==> src/rtl/matrix_feeder.sv <==
// matrix_feeder: buffers one A/B operand pair and
// replays it as a start-pulse-then-stream sequence.
module matrix_feeder #(
   parameter int DW = 8,
   parameter int M  = 8,
   parameter int N  = 8
) (
   input  logic          clk,
   input  logic          reset,
   input  logic          load_en,
   input  logic [DW-1:0] load_data,
   input  logic          send,
   output logic          full,
   output logic          busy,
   output logic          start,
   output logic [DW-1:0] data_out,
   output logic          data_valid,
   output logic          sent_done
);

   localparam int L  = 2 * M * N;
   localparam int CW = $clog2(L + 1);
   localparam int IW = (L > 1) ? $clog2(L) : 1;

   localparam logic [CW-1:0] CNT_FULL = CW'(L);
   localparam logic [IW-1:0] IDX_LAST = IW'(L - 1);

   typedef enum logic [2:0] {
      IDLE,
      START,
      GAP,
      STREAM,
      FINISH
   } state_t;

   state_t          state;
   state_t          state_nx;
   logic [CW-1:0]   wr_cnt;
   logic [IW-1:0]   rd_idx;
   logic [IW-1:0]   rd_nx;
   logic [DW-1:0]   mem [L];
   logic [DW-1:0]   data_q;
   logic            wr_ok;

   assign full  = (wr_cnt == CNT_FULL);
   assign wr_ok = (state == IDLE) && load_en && !full;

   // Next state and next read index.
   always_comb begin
      state_nx = state;
      rd_nx    = rd_idx;
      unique case (state)
         IDLE: begin
            if (send && full)
               state_nx = START;
         end
         START: state_nx = GAP;
         GAP: begin
            state_nx = STREAM;
            rd_nx    = '0;
         end
         STREAM: begin
            if (rd_idx == IDX_LAST) begin
               state_nx = FINISH;
               rd_nx    = '0;
            end else begin
               rd_nx = rd_idx + IW'(1);
            end
         end
         FINISH: state_nx = IDLE;
         default: state_nx = IDLE;
      endcase
   end

   // State and read index registers.
   always_ff @(posedge clk) begin
      if (reset) begin
         state  <= IDLE;
         rd_idx <= '0;
      end else begin
         state  <= state_nx;
         rd_idx <= rd_nx;
      end
   end

   // Write count: saturates at L, emptied when FINISH ends.
   always_ff @(posedge clk) begin
      if (reset)
         wr_cnt <= '0;
      else if (state == FINISH)
         wr_cnt <= '0;
      else if (wr_ok)
         wr_cnt <= wr_cnt + CW'(1);
   end

   // Buffer RAM; contents survive reset and FINISH.
   always_ff @(posedge clk) begin
      if (wr_ok)
         mem[wr_cnt[IW-1:0]] <= load_data;
   end

   // Registered stream data, zero outside STREAM.
   always_ff @(posedge clk) begin
      if (reset)
         data_q <= '0;
      else if (state_nx == STREAM)
         data_q <= mem[rd_nx];
      else
         data_q <= '0;
   end

   assign busy       = (state != IDLE);
   assign start      = (state == START);
   assign data_valid = (state == STREAM);
   assign sent_done  = (state == FINISH);
   assign data_out   = data_q;

endmodule

==> config.mk <==
export PLATFORM = sky130hd
export DESIGN_NAME = matrix_feeder
export DESIGN_NICKNAME = d
export VERILOG_FILES = /design/src/rtl/matrix_feeder.sv
export SDC_FILE = /design/constraint.sdc
export NUM_CORES = 1
export LEC_CHECK = 0
export CAP_MARGIN = 10
export CORE_UTILIZATION = 55
export DETAILED_ROUTE_END_ITERATION = 8
export GPL_ROUTABILITY_DRIVEN = 0
export PLACE_DENSITY = 0.68
export SETUP_SLACK_MARGIN = 0.1
export SLEW_MARGIN = 20
export SYNTH_ARGS = -nofsm -noshare
export SYNTH_HDL_FRONTEND = slang
export SYNTH_SLANG_ARGS = --single-unit
==> constraint.sdc <==
create_clock -name clk -period 3.59 [get_ports clk]
set_clock_uncertainty 0.15 [all_clocks]
set_input_delay 1.077 -clock clk [delete_from_list [all_inputs] [get_ports clk]]
set_output_delay 1.077 -clock clk [all_outputs]
set_load 0.1 [all_outputs]
Yosys cells after proc, flatten, opt, wreduce, memory -nomap -nowiden
Memory sizes are Yosys's and may differ from the RTL's. A register that Yosys moved wholly into a read port is not among the register bits.
Index checks and enable logic that the tools add are counted.
- add/subtract/negate cells: 2
- equal/unequal tests: 7
- muxes and demuxes: 7
- bitwise operators: 1
- reductions and logical operators: 8
- operators with widths (operator ; number):
    $pmux 7 s2 ; 1
    $pmux 3 s4 ; 1
    $eq 3x2->1 const B ; 3
    $add 8x1->8 const B ; 1
    $eq 8x8->1 const B ; 1
    $add 7x1->7 const B ; 1
    $eq 7x7->1 const B ; 1
    $mux 7 ; 1
    $mux 3 ; 2
    $reduce_or 2->1 ; 2
    $eq 3x1->1 const B ; 1
    $eq 3x3->1 const B ; 1
    $logic_and 1x1->1 ; 3
    $logic_not 3->1 ; 1
    $reduce_bool 3->1 ; 1
    $mux 1 ; 2
    $logic_not 1->1 ; 1
    $not 1->1 ; 1
- register bits after elaboration: 18
- memory bits (writable): 1024
- output and inout port bits: 13
- memories: 1
- memory list (memory ; words ; width ; read ports ; clocked after memory_dff ; write ports ; line ; RTL):
    mem ; 128 ; 8 ; 1 ; 1 ; 1 ; 41 ; logic [DW-1:0] mem [L];

Depth between registers and ports, before layout
- depth after elaboration: 7
- gate-level depth with buffers: 16
- depth with buffers taken out: 10

Least setup slack after synthesis
OpenSTA, ideal clock, no wires.
- path kind: reg-to-reg
- start: reg wr_cnt[5]
- end: mem mem[107][0] (enable)
- library setup time: 0.285 ns
- arrival time: 4.140 ns
- slack: -0.986 ns
- cell stages (with the launch flop): 10
- buffers on the path: 2
- period minus slack after synthesis: 4.576 ns
- cell sequence: dfxtp_1 clkbuf_1 nor2_1 nand2_1 nor3_1 nand3b_1 nor2_1 nand3_1 clkbuf_1 nor2_1
- word-level cells in the longest chain between the ends: 5
- ends and longest elaborated chain (element ; line ; RTL):
    start, declared ; 38 ; logic [CW-1:0] wr_cnt;
    start signal, assigned ; 93 ; wr_cnt <= wr_cnt + CW'(1);
    $eq 8x8->1 ; 45 ; assign full = (wr_cnt == CNT_FULL);
    via full ; 13 ; output logic full,
    $logic_not 1->1 ; 46 ; assign wr_ok = (state == IDLE) && load_en && !full;
    $logic_and 1x1->1 ; 46 ;
    $mux 1 ; 98 ; if (wr_ok)
    $mux 1 (not written as such) ; 99 ; mem[wr_cnt[IW-1:0]] <= load_data;
    end, declared ; 41 ;
The timed path passes the listed nets, and every way through them passes these cells.

Worst setup path in the final report
- start: reg rd_idx[1]
- end: reg data_q[2], in the netlist data_out[2], read port of mem
- word-level cells in the longest chain between the ends: 6
- ends and longest elaborated chain (element ; line ; RTL):
    start, declared ; 39 ; logic [IW-1:0] rd_idx;
    start signal, assigned ; 82 ; rd_idx <= rd_nx;
    $eq 7x7->1 ; 63 ; if (rd_idx == IDX_LAST) begin
    $mux 3 ; 63 ;
    $pmux 3 s4 ; 52 ; unique case (state)
    $eq 3x2->1 ; 106 ; else if (state_nx == STREAM)
    $not 1->1 (no source line) ; - ;
    $reduce_or 2->1 (no source line) ; - ;
    end, declared ; 42 ; logic [DW-1:0] data_q;
Several ways; a longest one is shown, not always the timed one.
A chain may end at the register's enable or synchronous reset.

==> qor.yml <==
synth:
  syn_area_per_cell_um2: 14.1
  ys_seq_elements: 1050
  synth_cells: 2941
  syn_area_um2: 41400
  synthesis.nets: 2956
  ys.flop_type: "edfxtp_1"
  synth_edf_count: 1024
  yosys_warnings: 0
  yosys.cell_types.count: 61
  ys_async_sr_fraction_pct: 0
  seq_area_frac_synth_pct: 75.6
hold_path:
  hp-class: "flip-flop to flip-flop"
  min_from: "rd_idx[6]"
  holdPathStages: 2
timing:
  rsz0062_at_grt: "false"
  tightest_slew_ps: 791
  setup_ws_ps: 123
  clock.fmax_mhz: 288
  hold_viol: 0
  setup_viol: 0
  drv_slew: 0
  period_share_pct: 96.6
  slew_headroom_pct: 47.2
  layout_min_cycle_time_ps: 3470
worst_setup_path:
  rr_startpoint: "rd_idx[1]"
  required_ps: 3970
  crit_arrival_ps: 3850
  cp-start-kind: "flip-flop"
  cp_max_fo: 22
  critPathCaptureType: "flip-flop"
  path_class: "flip-flop to flip-flop"
  crit_path_start: "rd_idx[1]"
  reg2regPathDepth: 11
floorplan:
  num_io_pins: 25
  die_y_um: 276
  dieWidth_um: 276
  rows: 100
  core-area_um2: 74400
  die_area_um2: 76300
  start_util_pct: 55.6
global_routing:
  antenna_found_initial: 1
  grt_start_max_net_pins: 129
  grt_pass1_wl_um: 160000
  grt_usage_pct: 28.0
  overflow: 0
  grt_pass1_vias: 25200
cells_and_area:
  antenna_cells: 0
  drive_above_1_share_pct: 16.6
  design_area_um2: 48300
  fillers: 5079
  fin_util_pct: 64.9
  layout.nets: 3183
  area_delta_synth_final_pct: 16.7
detailed_routing:
  drtAntennaViolNets: 0
  wire_per_inst_um: 25.7
  drt_first_pass_iters: 6
  routed_via_density: 6.23
  num_vias: 26300
  drc: 0
  wirelength_um: 108000
  drt_iter0_markers: 3162
placed_design:
  post_dp_cell_area_um2: 44400
  dp_hpwl_um: 65400
  pre_cts_ws_ps: -418
  port_buffers: 24
clock_network:
  path_clk_slew_ps: 70
  holdBufCountCts: 0
  clockBufferDepth: 3
  cts_tree: "done"
  cts_max_level: 3
  worstSkewPairLatency_ps: 670
  clock_sinks: 1050
  numCtsBuffers: 102
  root_buffer: "clkbuf_16"
power:
  p_leak_nw: 16.5
  p_per_area_nw_per_um2: 517
  irDropWorstVdd_mv: 0.473
run_status:
  status: "finished, final reports clean"
run:
  drv_cap: 0
## per-stage QoR
step	setup TNS [ps]	instances	hold slack, ps	total power, mW
floorplan	0	2941	330	14.0
global placement	-1980	4014	360	14.4
detailed placement	-2320	4014	366	14.4
CTS	0	4213	375	25.1
global route	0	4225	428	25.6
finish	0	4225	377	25.0
## cells in the final DEF (no fill, tap or decap), types with 4 or more instances in the layout
| cell type | Yosys | layout |
|---|---|---|
| nand3b_1 | 4 | 4 |
| a311oi_1 | 24 | 24 |
| clkbuf_16 | 0 | 105 |
| nand4_1 | 69 | 69 |
| clkinv_2 | 0 | 17 |
| o21ai_0 | 10 | 9 |
| a22o_1 | 9 | 9 |
| nor4_1 | 5 | 4 |
| and2_1 | 3 | 4 |
| buf_12 | 0 | 34 |
| inv_6 | 0 | 4 |
| inv_1 | 6 | 6 |
| nor2_4 | 0 | 4 |
| clkbuf_1 | 71 | 18 |
| nand2_1 | 720 | 717 |
| nand3_1 | 344 | 344 |
| mux4_2 | 54 | 54 |
| o41ai_2 | 0 | 4 |
| buf_6 | 6 | 6 |
| nand4b_1 | 4 | 4 |
| edfxtp_1 | 1024 | 1024 |
| o22ai_1 | 33 | 30 |
| nor2b_1 | 6 | 6 |
| clkinv_1 | 0 | 21 |
| a31oi_1 | 33 | 30 |
| a21oi_1 | 39 | 37 |
| nor2_1 | 168 | 166 |
| bufinv_16 | 0 | 13 |
| nor3_1 | 11 | 7 |
| buf_4 | 1 | 240 |
| and3_1 | 44 | 43 |
| dfxtp_1 | 26 | 23 |
| a22oi_1 | 15 | 14 |
| clkinvlp_4 | 0 | 8 |
| clkinv_4 | 0 | 5 |
| mux2i_1 | 32 | 32 |
| a32oi_1 | 18 | 17 |
| a211oi_1 | 12 | 10 |
## area by class of cell
type	instances	area (um^2)	share of cell area [%]
clock inverters	72	762	1.58
inverters	6	22.5	0.0466
clock buffers	120	2620	5.43
multi-input cells	1716	9560	19.8
flip-flops and latches	1050	31300	64.8
repair buffers	292	2840	5.87
well taps	969	1210	2.51
## report_power, final
part           switching, mW  total (mW)  internal [mW]
Combinational          0.516       0.686          0.170
Sequential            0.0232        13.5           13.5
Clock                   4.58        10.8           6.19
Total                   5.12        25.0           19.8
## per-layer routing
layer	global-route usage, %	vias up	part of all wire (%)
met5	0	-	0.011
met4	10.7	2	3.8
met3	4.52	256	9.8
met2	43.7	1402	47
met1	40.2	13100	39
li1	-	11500	-
## cells by family (layout without fill, tap and decap cells)
logic type / Yosys count / count (layout) / share of synthesized area, %
fa+ha+maj: 3 / 3 / 0.0908
compound gates: 223 / 224 / 3.78
flops: 1050 / 1050 / 75.6
buf+inv: 176 / 490 / 1.91
simple gates: 1396 / 1396 / 14.8
mux: 87 / 87 / 3.74
xor+xnor: 6 / 6 / 0.127
## timing repair
action / in CTS / in global routing
gates resized for setup: 21 / 23
pin swaps: 5 / 6
buffers inserted: 4 / 8
setup endpoints to repair: 8 / 8
gates cloned: 3 / 4
## path summary, 6_finish.rpt
path | slack (ps) | endpoint
min | 380 | rd_idx[6]
max | 120 | data_out[2]
min reg2reg | 380 | rd_idx[6]
max reg2reg | 120 | data_out[2]
## worst max-delay path: stages (launching register included)
cell and delay, ps:
dfxtp_1 350, ha_2 210, and3_4 210, a211o_2 310, buf_4 200, nand2_4 130, buf_12 180, a21oi_1 70
a311oi_1 520, o22ai_1 380, a2111oi_4 470, nand4_1 150
## state kept, by name, summed over array words and instances, names as in the netlist
register	flops
state	3
rd_idx	7
mem	1024
wr_cnt	8
data_out	8
## cell usage after synthesis, types with 10 or more instances
cell / n / area, um^2
nor2_1: 168 / 631
a31oi_1: 33 / 206
buf_1: 28 / 105
buf_2: 64 / 320
nand2_1: 720 / 2700
a22oi_1: 15 / 113
a211oi_1: 12 / 90.1
o21ai_0: 10 / 50.1
mux4_2: 54 / 1220
edfxtp_1: 1024 / 30700
nand4_1: 69 / 432
dfxtp_1: 26 / 521
and3_1: 44 / 275
a21oi_1: 39 / 195
o22ai_1: 33 / 206
a32oi_1: 18 / 158
nor3_1: 11 / 55.1
mux2i_1: 32 / 320
a311oi_1: 24 / 210
nand3_1: 344 / 1720
clkbuf_1: 71 / 267
(Power assumes the default switching activity.)
